$ cat src/rtl/parity_frame_pkg.sv
// Shared definitions for the parity-protected byte frame receiver.
// Both the transmit and receive sides use this package, so the parity rule
// is written once in exp_parity.
//   rx_state_t  : receiver FSM states
//   DATA_BITS   : payload bits per frame
//   exp_parity  : parity bit a correct frame carries for a given byte
package parity_frame_pkg;

  typedef enum logic [2:0] {
    IDLE   = 3'd0,
    START  = 3'd1,
    DATA   = 3'd2,
    PARITY = 3'd3,
    STOP   = 3'd4
  } rx_state_t;

  localparam int DATA_BITS = 8;

  // Even parity makes the XOR of data and parity bit 0; odd parity makes it 1.
  function automatic logic exp_parity(input logic [DATA_BITS-1:0] b, input logic odd);
    return (^b) ^ odd;
  endfunction

endpackage

$ cat src/rtl/parity_frame_rx_sync.sv
// Two-flop synchroniser for a single asynchronous input.
//   clk   : destination clock
//   rst_n : asynchronous active-low reset, both flops load RESET_VAL
//   d     : asynchronous input
//   q     : synchronised output, two cycles behind d
module parity_frame_rx_sync #(
  parameter logic RESET_VAL = 1'b1
) (
  input  logic clk,
  input  logic rst_n,
  input  logic d,
  output logic q
);

  logic meta;

  always_ff @(posedge clk or negedge rst_n) begin
    if (!rst_n) begin
      meta <= RESET_VAL;
      q    <= RESET_VAL;
    end else begin
      meta <= d;
      q    <= meta;
    end
  end

endmodule

$ cat src/rtl/parity_frame_rx.sv
// Serial receiver for frames of: start bit (0), 8 data bits LSB first,
// parity bit, stop bit (1). Every bit is sampled mid-bit: START waits half a
// bit, then each further sample is one full bit later. Each completed frame
// is reported with a one-cycle valid pulse, even when it carries errors.
// BIT_CYCLES must be even and within 4..255.
//   clk        : clock, rising edge
//   rst_n      : asynchronous active-low reset
//   sin        : serial line, idles high, asynchronous to clk
//   data       : last received byte, held until the next frame completes
//   valid      : one-cycle pulse when data and flags update
//   parity_err : received parity bit differs from the expected one
//   frame_err  : stop bit sampled low
//   busy       : frame in progress (FSM not in IDLE)
module parity_frame_rx
  import parity_frame_pkg::*;
#(
  parameter int BIT_CYCLES = 16,
  parameter bit ODD_PARITY = 1'b0
) (
  input  logic       clk,
  input  logic       rst_n,
  input  logic       sin,
  output logic [7:0] data,
  output logic       valid,
  output logic       parity_err,
  output logic       frame_err,
  output logic       busy
);

  localparam logic [7:0] HALF_LAST = 8'(BIT_CYCLES / 2 - 1);
  localparam logic [7:0] FULL_LAST = 8'(BIT_CYCLES - 1);
  localparam logic [2:0] IDX_LAST  = 3'(DATA_BITS - 1);

  rx_state_t             state;
  rx_state_t             state_next;
  logic                  s;
  logic [7:0]            cnt;
  logic [2:0]            idx;
  logic [DATA_BITS-1:0]  shreg;
  logic                  pbit;
  logic                  bit_done;

  parity_frame_rx_sync #(.RESET_VAL(1'b1)) u_sync (
    .clk   (clk),
    .rst_n (rst_n),
    .d     (sin),
    .q     (s)
  );

  assign bit_done = (cnt == FULL_LAST);

  always_comb begin
    state_next = state;
    case (state)
      IDLE:    if (!s) state_next = START;
      // A start bit that is high again at mid-bit was a glitch.
      START:   if (cnt == HALF_LAST) state_next = s ? IDLE : DATA;
      DATA:    if (bit_done && idx == IDX_LAST) state_next = PARITY;
      PARITY:  if (bit_done) state_next = STOP;
      STOP:    if (bit_done) state_next = IDLE;
      default: state_next = IDLE;
    endcase
  end

  always_ff @(posedge clk or negedge rst_n) begin
    if (!rst_n) begin
      state      <= IDLE;
      cnt        <= 8'd0;
      idx        <= 3'd0;
      shreg      <= '0;
      pbit       <= 1'b0;
      data       <= 8'h00;
      valid      <= 1'b0;
      parity_err <= 1'b0;
      frame_err  <= 1'b0;
      busy       <= 1'b0;
    end else begin
      valid <= 1'b0;
      state <= state_next;
      busy  <= (state_next != IDLE);

      case (state)
        IDLE: cnt <= 8'd0;
        DATA: begin
          if (bit_done) begin
            shreg[idx] <= s;
            idx        <= idx + 3'd1;
            cnt        <= 8'd0;
          end else begin
            cnt <= cnt + 8'd1;
          end
        end
        PARITY: begin
          if (bit_done) pbit <= s;
          cnt <= cnt + 8'd1;
        end
        STOP: begin
          // The frame is reported in the same cycle IDLE is re-entered, so a
          // start bit right after the stop bit is not missed.
          if (bit_done) begin
            data       <= shreg;
            parity_err <= pbit ^ exp_parity(shreg, ODD_PARITY);
            frame_err  <= ~s;
            valid      <= 1'b1;
          end
          cnt <= cnt + 8'd1;
        end
        default: cnt <= cnt + 8'd1;
      endcase

      // Counter and index restart on every state entry.
      if (state_next != state) begin
        cnt <= 8'd0;
        idx <= 3'd0;
      end
    end
  end

endmodule

$ cat config.mk
export PLATFORM = sky130hd
export DESIGN_NAME = parity_frame_rx
export DESIGN_NICKNAME = d
export VERILOG_FILES = /design/src/rtl/parity_frame_pkg.sv /design/src/rtl/parity_frame_rx_sync.sv /design/src/rtl/parity_frame_rx.sv
export SDC_FILE = /design/constraint.sdc
export NUM_CORES = 1
export LEC_CHECK = 0
export CORE_MARGIN = 3
export CORE_UTILIZATION = 57
export CTS_CLUSTER_DIAMETER = 50
export DETAILED_ROUTE_END_ITERATION = 7
export PLACE_DENSITY = 0.78
export REMOVE_ABC_BUFFERS = 1
export SYNTH_ARGS = -nofsm -noshare
export SYNTH_HDL_FRONTEND = slang
export SYNTH_SLANG_ARGS = --single-unit
$ cat constraint.sdc
create_clock -name clk -period 2.3 [get_ports clk]
set_clock_uncertainty 0.15 [all_clocks]
set_input_delay 0.345 -clock clk [delete_from_list [all_inputs] [get_ports clk]]
set_output_delay 0.345 -clock clk [all_outputs]
set_load 0.02 [all_outputs]
==> impl_metrics.csv <==
group,metric,value,unit
status,status,"complete, no violations",
synth,avgSynthCellArea,11.8,um2
synth,yosysSeqAreaShare,0.505,
sta,max_freq,0.466,GHz
routing,drt-total-wl,3140,um
setup_path,cp-start-kind,"register",
sta,period_minus_slack,2150,ps
routing,ant_nets,0,
sta,worst_slew_pin_slew,517,ps
routing,wl_met2,1610,um
cts,clkTransAtPathRegs,110,ps
floorplan,io_pins,15,
cts,clock_latency,340,ps
run,drv_cap,0,
synth,syn_inst,156,
setup_path,endpoint,"shreg[1]",
cts,post_cts_buffers,0,
finish,ff_latch_area,928,um2
sta,fin_crit_sh,0.934,
cts,postCtsResizedCells,0,
sta,finalSetupViolations,0,
sta,maxSlewViolCount,0,
floorplan,coreArea,2920,um2
finish,syn2layout_area_growth,12.7,%
routing,top_layer,"met4",
sta,finalSetupTns,0,ps
setup_path,crit_path_end_kind,"register",
cts,clock-sinks,37,
sta,rsz0062_at_grt,"no",
power_and_ir_drop,ir_drop,0.666,mV
place,place.port_buffers,14,
routing,vias,1248,
routing,first_iter_violations,45,
synth,yosys_warnings,0,
setup_path,crit_arrival,2230,ps
setup_path,slowest_delay,440,ps
cts,cts_hold_buf,0,
finish,fill_cells,227,
setup_path,critical_path.startpoint,"cnt[0]",
synth,ys_types,42,
global_routing,grt_overflow,0,
finish,diodes,0,
routing,drcViolationCount,0,
floorplan,die-area,3940,um2
synth,synth_area,1840,um2
cts,htree_num_levels,2,
floorplan,die_h,62.8,um
finish,nets,178,
synth,synth_edf_count,0,
finish,multi_input_area,852,um2
setup_path,cp_max_fo,10,
synth,async_flop_share,1.00,
floorplan,die_w,62.8,um
cts,root_buffer,"clkbuf_4",
routing,avgRoutedWirePerCell,14.6,um
setup_path,r2r-end,"shreg[1]",
setup_path,reg2reg_depth,5,
floorplan,start_util,0.629,
routing,routed_via_density,5.80,
routing,wl_met1,1360,um
global_routing,antenna_found_initial,0,
setup_path,slowest_stage,"and3_1",
global_routing,grt_pass1_vias,1295,
routing,drtPass1Iterations,4,
sta,relSlewSlack,0.653,
global_routing,grtUsageTotal,0.189,
min_path,min_path_type,"register to register",
power_and_ir_drop,p_leak,0.948,nW
global_routing,grt_max_degree,38,
cts,cts_tree,"done",
place,place_congestion,0.800,
cts,numCtsBuffers,5,
routing,wl_met3,107,um
finish,drive_above_1_share,0.202,
setup_path,regToRegStartpoint,"cnt[0]",
power_and_ir_drop,power.density,759,nW/um2
synth,synth_ff_type,"dfrtp_1",
sta,worst_hold_slack,217,ps
floorplan,row_count,19,
sta,finalHoldViolCount,0,
synth,ys_seq_elements,37,
setup_path,ff2ff_setup_slack,150,ps
place,dpl.hpwl,2250,um
setup_path,path_class,"register to register",
global_routing,grt_pass1_wl,5890,um
cts,clk_path_buf_depth,2,
setup_path,crit_chain,"ha_1 -> and3_1 -> nand3_4 -> nor4b_4 -> mux2_1",
setup_path,cp.required,2390,ps
==> metal layers <==
layer | vias to the layer above | track usage
met1 | 615 | 0.224
met5 | - | 0
met3 | 7 | 0.0396
met4 | 0 | 0.0799
met2 | 22 | 0.329
li1 | 604 | -
==> state kept, by name, summed over array words and instances (netlist names) <==
signal and cells:
frame_err 1, data 8, u_sync.q 1, u_sync.meta 1
state 3, busy 1, valid 1, shreg 8
idx 3, cnt 8, parity_err 1, pbit 1
==> where the power goes <==
part	total, mW	switching, mW	internal [mW]
combinational	0.426	0.226	0.200
clock	0.329	0.214	0.115
sequential	0.819	0.0950	0.724
total	1.57	0.535	1.04
==> cell usage in the layout, fill, tap and decap left out, types with 2 or more instances in the layout <==
cell,synthesis,routed
a21oi_1,5,5
and2_1,2,2
and3_1,2,2
buf_4,1,4
clkbuf_4,0,5
clkdlybuf4s50_1,0,14
clkinv_2,0,2
dfrtp_1,35,35
dfstp_2,2,2
ha_1,3,3
inv_1,4,4
mux2_1,3,3
mux2_2,14,14
mux2i_1,2,2
nand2_1,11,11
nand3_1,4,4
nand4_1,2,2
nor2_1,6,6
nor3_1,3,3
nor3b_1,2,2
nor4_1,11,11
o21ai_0,5,5
xnor2_1,7,7
xor2_1,6,6
==> cell usage after synthesis (2+ instances only) <==
master,count,area share
dfrtp_1,35,0.48
mux2_2,14,0.086
nand2_1,11,0.022
nor4_1,11,0.037
xnor2_1,7,0.033
nor2_1,6,0.012
xor2_1,6,0.029
a21oi_1,5,0.014
o21ai_0,5,0.014
buf_2,4,0.011
inv_1,4,0.0082
nand3_1,4,0.011
clkbuf_1,3,0.0061
ha_1,3,0.020
mux2_1,3,0.018
nor3_1,3,0.0082
and2_1,2,0.0068
and3_1,2,0.0068
dfstp_2,2,0.029
mux2i_1,2,0.011
nand4_1,2,0.0068
nor3b_1,2,0.0082
==> worst max-delay path, delay by kind of cell (launching register included) <==
| family | cells | cell delay [ps] |
|---|---|---|
| flip-flops | 1 | 390 |
| multiplexers | 1 | 340 |
| adder cells (fa/ha/maj) | 1 | 200 |
| AND/OR/NAND/NOR | 3 | 960 |
==> through the flow <==
stage	area (um2)	cells	utilization	worst slack, ps	power [mW]
after detailed placement	2010	207	0.688	56.3	1.25
after CTS	2070	215	0.707	35.9	1.58
after global placement	2010	207	0.688	221	1.22
after global routing	2070	215	0.709	29.7	1.70
final	2070	215	0.709	152	1.57
after floorplan	1790	147	-	150	1.12
==> cell type report <==
class                   count  area share
well taps                  42      0.0253
clock buffers               5      0.0181
clock inverters             3     0.00845
inverters                   4     0.00724
flip-flops and latches     37       0.448
repair buffers             18      0.0821
multi-input cells         106       0.411
==> worst min-delay path by stage <==
stage | from | endpoint | cells past startpoint | slack (ps)
final | u_sync.meta | u_sync.q | 0 | 220
after global routing | u_sync.meta | u_sync.q | 0 | 230
after CTS | u_sync.meta | u_sync.q | 0 | 220
after detailed placement | u_sync.meta | u_sync.q | 0 | 200
after global placement | u_sync.meta | u_sync.q | 0 | 200
after floorplan | rst_n | busy | 0 | -100
==> kinds of logic (layout without fill, tap and decap cells) <==
logic type / count (synthesis) / in the layout / synth area share
compound gates: 18 / 18 / 0.0612
xor+xnor: 14 / 14 / 0.0741
fa+ha+maj: 3 / 3 / 0.0204
buf+inv: 13 / 30 / 0.0354
flops: 37 / 37 / 0.505
mux: 19 / 19 / 0.115
simple gates: 52 / 52 / 0.189
Power figures use the tool's default switching activity.
